File: config.mk
export PLATFORM = sky130hd
export DESIGN_NAME = mem_access_ctrl
export DESIGN_NICKNAME = d
export VERILOG_FILES = /design/src/rtl/mem_access_ctrl.sv
export SDC_FILE = /design/constraint.sdc
export NUM_CORES = 1
export LEC_CHECK = 0
export ABC_AREA = 1
export CORE_MARGIN = 2
export CORE_UTILIZATION = 45
export CTS_BUF_LIST = sky130_fd_sc_hd__clkbuf_4 sky130_fd_sc_hd__clkbuf_8 sky130_fd_sc_hd__clkbuf_16
export DETAILED_ROUTE_END_ITERATION = 12
export GPL_TIMING_DRIVEN = 1
export PLACE_DENSITY_LB_ADDON = 0.2
export SLEW_MARGIN = 40
export SYNTH_ARGS = -nofsm -noshare
export SYNTH_HDL_FRONTEND = slang
export SYNTH_SLANG_ARGS = --single-unit
File: constraint.sdc
create_clock -name i_clk -period 2.45 [get_ports i_clk]
set_input_delay 0.3675 -clock i_clk [delete_from_list [all_inputs] [get_ports i_clk]]
set_output_delay 0.3675 -clock i_clk [all_outputs]
set_load 0.1 [all_outputs]
File: src/rtl/mem_access_ctrl.sv
// Load/store initiator: formats byte/half/word accesses into word transactions; `MISALIGN_EN splits boundary-crossing ones.
// Latency: accept->done 2 cycles aligned, 3 split, 1 on error; o_rdata held until the next o_done.
// Backpressure: single outstanding request; i_req is only taken while o_ready=1, otherwise dropped.
module mem_access_ctrl #(
  parameter int ADDR_W = 32
) (
  input  logic              i_clk,
  input  logic              i_reset,
  input  logic              i_req,
  input  logic              i_we,
  input  logic [ADDR_W-1:0] i_addr,
  input  logic [1:0]        i_size,
  input  logic              i_unsigned,
  input  logic [31:0]       i_wdata,
  output logic              o_ready,
  output logic              o_done,
  output logic              o_err,
  output logic [31:0]       o_rdata,
  output logic [ADDR_W-1:0] o_mem_addr,
  output logic [31:0]       o_mem_wdata,
  output logic [3:0]        o_mem_bmask,
  output logic              o_mem_wren,
  input  logic [31:0]       i_mem_rdata
);

`ifdef MISALIGN_EN
  localparam bit SPLIT_EN = 1'b1;
`else
  localparam bit SPLIT_EN = 1'b0;
`endif

  typedef enum logic [1:0] {IDLE, ACC0, ACC1, RESP} state_t;

  state_t             state, state_nx;
  logic               we_q, uns_q, err_q;
  logic [ADDR_W-1:0]  addr_q;
  logic [1:0]         size_q;
  logic [31:0]        wdata_q, lo_q, hi_q, rdata_q;
  logic [7:0]         m8_q;
  logic [63:0]        wd64;
  logic [31:0]        rd32, fmt, resp_rdata;
  logic [ADDR_W-1:0]  word_addr;
  logic               cross_in, err_in;

  // Byte-lane mask over two adjacent words; reserved size yields no lanes.
  function automatic logic [7:0] lane_mask(input logic [1:0] size, input logic [1:0] off);
    logic [7:0] sm;
    case (size)
      2'b00:   sm = 8'h01;
      2'b01:   sm = 8'h03;
      2'b10:   sm = 8'h0f;
      default: sm = 8'h00;
    endcase
    return sm << off;
  endfunction

  assign cross_in  = (lane_mask(i_size, i_addr[1:0]) & 8'hf0) != 8'h00;
  assign err_in    = (i_size == 2'b11) || (!SPLIT_EN && cross_in);
  assign m8_q      = lane_mask(size_q, addr_q[1:0]);
  assign wd64      = {32'b0, wdata_q} << {addr_q[1:0], 3'b000};
  assign rd32      = 32'({hi_q, lo_q} >> {addr_q[1:0], 3'b000});
  assign word_addr = {2'b00, addr_q[ADDR_W-1:2]};

  always_comb begin
    fmt = rd32;
    case (size_q)
      2'b00:   fmt = uns_q ? {24'b0, rd32[7:0]}  : {{24{rd32[7]}},  rd32[7:0]};
      2'b01:   fmt = uns_q ? {16'b0, rd32[15:0]} : {{16{rd32[15]}}, rd32[15:0]};
      default: fmt = rd32;
    endcase
    resp_rdata = (we_q || err_q) ? 32'd0 : fmt;
  end

  always_comb begin
    state_nx    = state;
    o_ready     = 1'b0;
    o_done      = 1'b0;
    o_err       = 1'b0;
    o_rdata     = rdata_q;
    o_mem_addr  = '0;
    o_mem_wdata = 32'd0;
    o_mem_bmask = 4'd0;
    o_mem_wren  = 1'b0;
    case (state)
      IDLE: begin
        o_ready = 1'b1;
        if (i_req) state_nx = err_in ? RESP : ACC0;
      end
      ACC0: begin
        o_mem_addr  = word_addr;
        o_mem_bmask = m8_q[3:0];
        o_mem_wdata = wd64[31:0];
        o_mem_wren  = we_q;
        state_nx    = (SPLIT_EN && (m8_q[7:4] != 4'd0)) ? ACC1 : RESP;
      end
      ACC1: begin
        if (SPLIT_EN) begin
          o_mem_addr  = word_addr + ADDR_W'(1);
          o_mem_bmask = m8_q[7:4];
          o_mem_wdata = wd64[63:32];
          o_mem_wren  = we_q;
        end
        state_nx = RESP;
      end
      RESP: begin
        o_done   = 1'b1;
        o_err    = err_q;
        o_rdata  = resp_rdata;
        state_nx = IDLE;
      end
      default: state_nx = IDLE;
    endcase
  end

  always_ff @(posedge i_clk or negedge i_reset) begin
    if (!i_reset) begin
      state   <= IDLE;
      we_q    <= 1'b0;
      uns_q   <= 1'b0;
      err_q   <= 1'b0;
      addr_q  <= '0;
      size_q  <= 2'b00;
      wdata_q <= 32'd0;
      lo_q    <= 32'd0;
      hi_q    <= 32'd0;
      rdata_q <= 32'd0;
    end else begin
      state <= state_nx;
      case (state)
        IDLE: if (i_req) begin
          we_q    <= i_we;
          uns_q   <= i_unsigned;
          err_q   <= err_in;
          addr_q  <= i_addr;
          size_q  <= i_size;
          wdata_q <= i_wdata;
          lo_q    <= 32'd0;
          hi_q    <= 32'd0;
        end
        ACC0:    lo_q    <= i_mem_rdata;
        ACC1:    hi_q    <= i_mem_rdata;
        RESP:    rdata_q <= resp_rdata;
        default: ;
      endcase
    end
  end

endmodule

==> run_results.csv <==
group,metric,value,unit
clock_tree,clock-sinks,159,
logic_synthesis,synth_cell_types,24,
sta,setup_slack,0.0263,ns
clock_tree,cts_buffer_depth,2,
logic_synthesis,synth_xor_xnor_area_share,0,%
route,via_per_inst,5.31,
global_routing,grtUsageTotal,28.1,%
route,drt_iter0_markers,655,
global_routing,gr-total-overflow,0,
route,drc_errors,0,
floorplanning,die_area,0.0189,mm2
logic_synthesis,synthAdderAreaFrac,1.87,%
sta,max_freq,413,MHz
floorplanning,core-area,0.0174,mm2
hold_path,min_from,"i_addr[12]",
route,num_vias,7997,
clock_tree,cts_tree,"built",
layout,drive_gt1_share,19.7,%
placed_design,portBuffers,204,
clock_tree,path_clk_slew,0.07,ns
sta,worst_hold_slack,0.472,ns
route,dr.pass1.iters,8,
logic_synthesis,yosys_warnings,0,
logic_synthesis,synth_ff_type,"dfrtp_1",
worst_setup_path,r2r-start,"state[1]",
floorplanning,io_pins,207,
run_status,outcome,"complete, no violations",
sta,setup_violations,0,
logic_synthesis,synth_top_family_by_area,"simple AND/OR/NAND/NOR gates",
worst_setup_path,worstPathMaxFanout,16,
logic_synthesis,synth-seq-area-share,49.5,%
global_routing,grt_pass1_wl,40400,um
route,finalWirelength,25900,um
layout,nFillCells,1301,
logic_synthesis,yosys.area_share.simple,27.7,%
layout,seqCellArea,0.00398,mm2
floorplanning,fp-row-count,48,
logic_synthesis,synthArstFlopShare,100,%
layout,multiInputGateArea,0.00363,mm2
worst_setup_path,cp.arrival,2.06,ns
logic_synthesis,synth_commonest_cells,"nand2_1 (450), dfrtp_1 (159), inv_1 (115), nand3_1 (77), o22ai_1 (64)",
placed_design,dp_slack,0.329,ns
logic_synthesis,synth-compound-area-share,11.2,%
sta,slew_violations,0,
clock_tree,root_buffer,"clkbuf_16",
layout,final_nets,1384,
logic_synthesis,syn_area,0.00803,mm2
sta,final.setup_skew,0.0104,ns
floorplanning,initial_core_util,46.3,%
logic_synthesis,synth_cells,1081,
logic_synthesis,yosysMostFrequentCell,"nand2_1",
sta,final.min_clock_period,2.42,ns
sta,fin_crit_sh,98.9,%
route,wire_per_inst,17.2,um
logic_synthesis,synth-seq-cells,159,
sta,slew_headroom,56.2,%
logic_synthesis,synthMuxAreaShare,0.125,%
global_routing,grt_pass1_vias,7663,
hold_path,hp-class,"in -> reg",
logic_synthesis,yosys.area.top_type,"dfrtp_1",
logic_synthesis,synth_edf_count,0,
layout,n_antenna_cell,0,
clock_tree,clock_latency,0.43,ns
floorplanning,fp.dieH,138,um
route,ant_nets,0,
sta,worst_slew_pin_slew,0.657,ns
placed_design,place.gp.congestion,0.917,
global_routing,grt_max_degree,69,
worst_setup_path,cp-end-kind,"output pin",
layout,syn2layout_area_growth,53.6,%
global_routing,grt_antenna_before_repair,1,
sta,hold_viol,0,
floorplanning,die-width,138,um
worst_setup_path,cp_data_required_time,2.08,ns
clock_tree,htreeDepth,4,
job,max_cap_violations,0,
logic_synthesis,avgSynthCellArea,7.43,um2
sta,rsz0062_at_grt,"yes",
worst_setup_path,crit_path_start,"state[1]",
logic_synthesis,synthTopCellsByArea,"dfrtp_1 (50%), nand2_1 (21%), inv_1 (5.4%)",
worst_setup_path,worstSetupPathType,"reg -> out",
clock_tree,cts_made_buffers,17,
logic_synthesis,netlist.area_leader.share,49.5,%
worst_setup_path,start_kind,"flop",
placed_design,detailed_place_hpwl,17900,um
## flip-flops by register name (all words and copies together) (netlist names)
name     count
addr_q      32
lo_q        32
rdata_q     32
wdata_q     32
hi_q        24
size_q       2
state        2
err_q        1
uns_q        1
we_q         1
## worst max-delay path, stage by stage (launching register included)
cell	delay (ns)
dfrtp_1	0.41
ha_2	0.25
nand2_1	0.15
buf_4	0.25
a21oi_1	0.20
nand2_1	0.10
nand2_2	0.10
buf_12	0.18
## metal layers
metal	wire length (um)	GRT usage, %
met3	2050	9.12
met5	16	0
met1	10400	36.1
met4	995	12.0
met2	12400	43.7
## worst paths after layout
check | depth (start not counted) | endpoint | slack [ns]
worst min register to register | 2 | addr_q[16] | 0.48
max in group asynchronous | 3 | lo_q[14] | 1.21
worst max register to register | 7 | lo_q[8] | 0.51
min in group asynchronous | 2 | wdata_q[11] | 0.50
worst max-delay path | 7 | o_rdata[16] | 0.03
worst min-delay path | 3 | addr_q[12] | 0.47
## layout make-up
cell class	count	share of cell area, %
Sequential cell	159	32.3
Multi-Input combinational cell	737	29.4
Timing Repair Buffer	233	27.3
Clock buffer	20	3.73
Inverter	121	3.70
Tap cell	225	2.28
Clock inverter	12	1.29
## metrics by stage
stage | setup TNS, ns | cell area [um2] | util, % | std cells
after floorplan | -12.35 | 8140 | - | 1082
after global placement | 0 | 11400 | 65.5 | 1468
after detailed placement | 0 | 11400 | 65.5 | 1468
after CTS | 0 | 12100 | 69.6 | 1503
after global routing | -0.851 | 12300 | 71.1 | 1507
final | 0 | 12300 | 71.1 | 1507
## cells by family after synthesis
family	Yosys count
buffers and inverters	188
and+or+nand+nor	558
muxes	1
DFF	159
AOI/OAI and AO/OA	162
adders and majority gates	12
other	1
## placed cells by master, fill, tap and decap left out, types with 2 or more instances in the layout
cell type	synthesis	layout
nand3_1	77	75
clkbuf_8	0	2
ha_1	12	8
o21ai_0	60	58
nor2_4	0	2
buf_6	1	3
bufinv_16	0	3
buf_4	6	20
nand2_2	0	34
dfrtp_2	0	2
o22ai_1	64	51
o21ai_1	8	9
a21oi_2	0	2
inv_2	5	8
clkbuf_16	0	18
clkinvlp_4	0	2
buf_12	0	106
clkinv_4	0	3
o22ai_2	0	13
clkinv_2	0	2
ha_2	0	3
inv_1	115	111
conb_1	1	2
inv_6	0	2
nor2_2	0	12
nand3_2	3	3
a21oi_1	28	25
clkdlybuf4s50_1	0	101
nor2_1	26	12
dfrtp_1	159	157
nand3_4	1	5
nand2_1	450	415
## repair_timing
action | CTS | global route
endpoints found under the setup margin | 45 | 45
cloned | 2 | 1
pin swaps | 1 | 4
hold buffers | 1 | 0
hold endpoints to repair | 64 | 0
gates resized for setup | 15 | 48
buffers inserted | 0 | 3
Power is not shown: default switching activity piles up to over one toggle a cycle in this logic, so the estimate is an artifact.
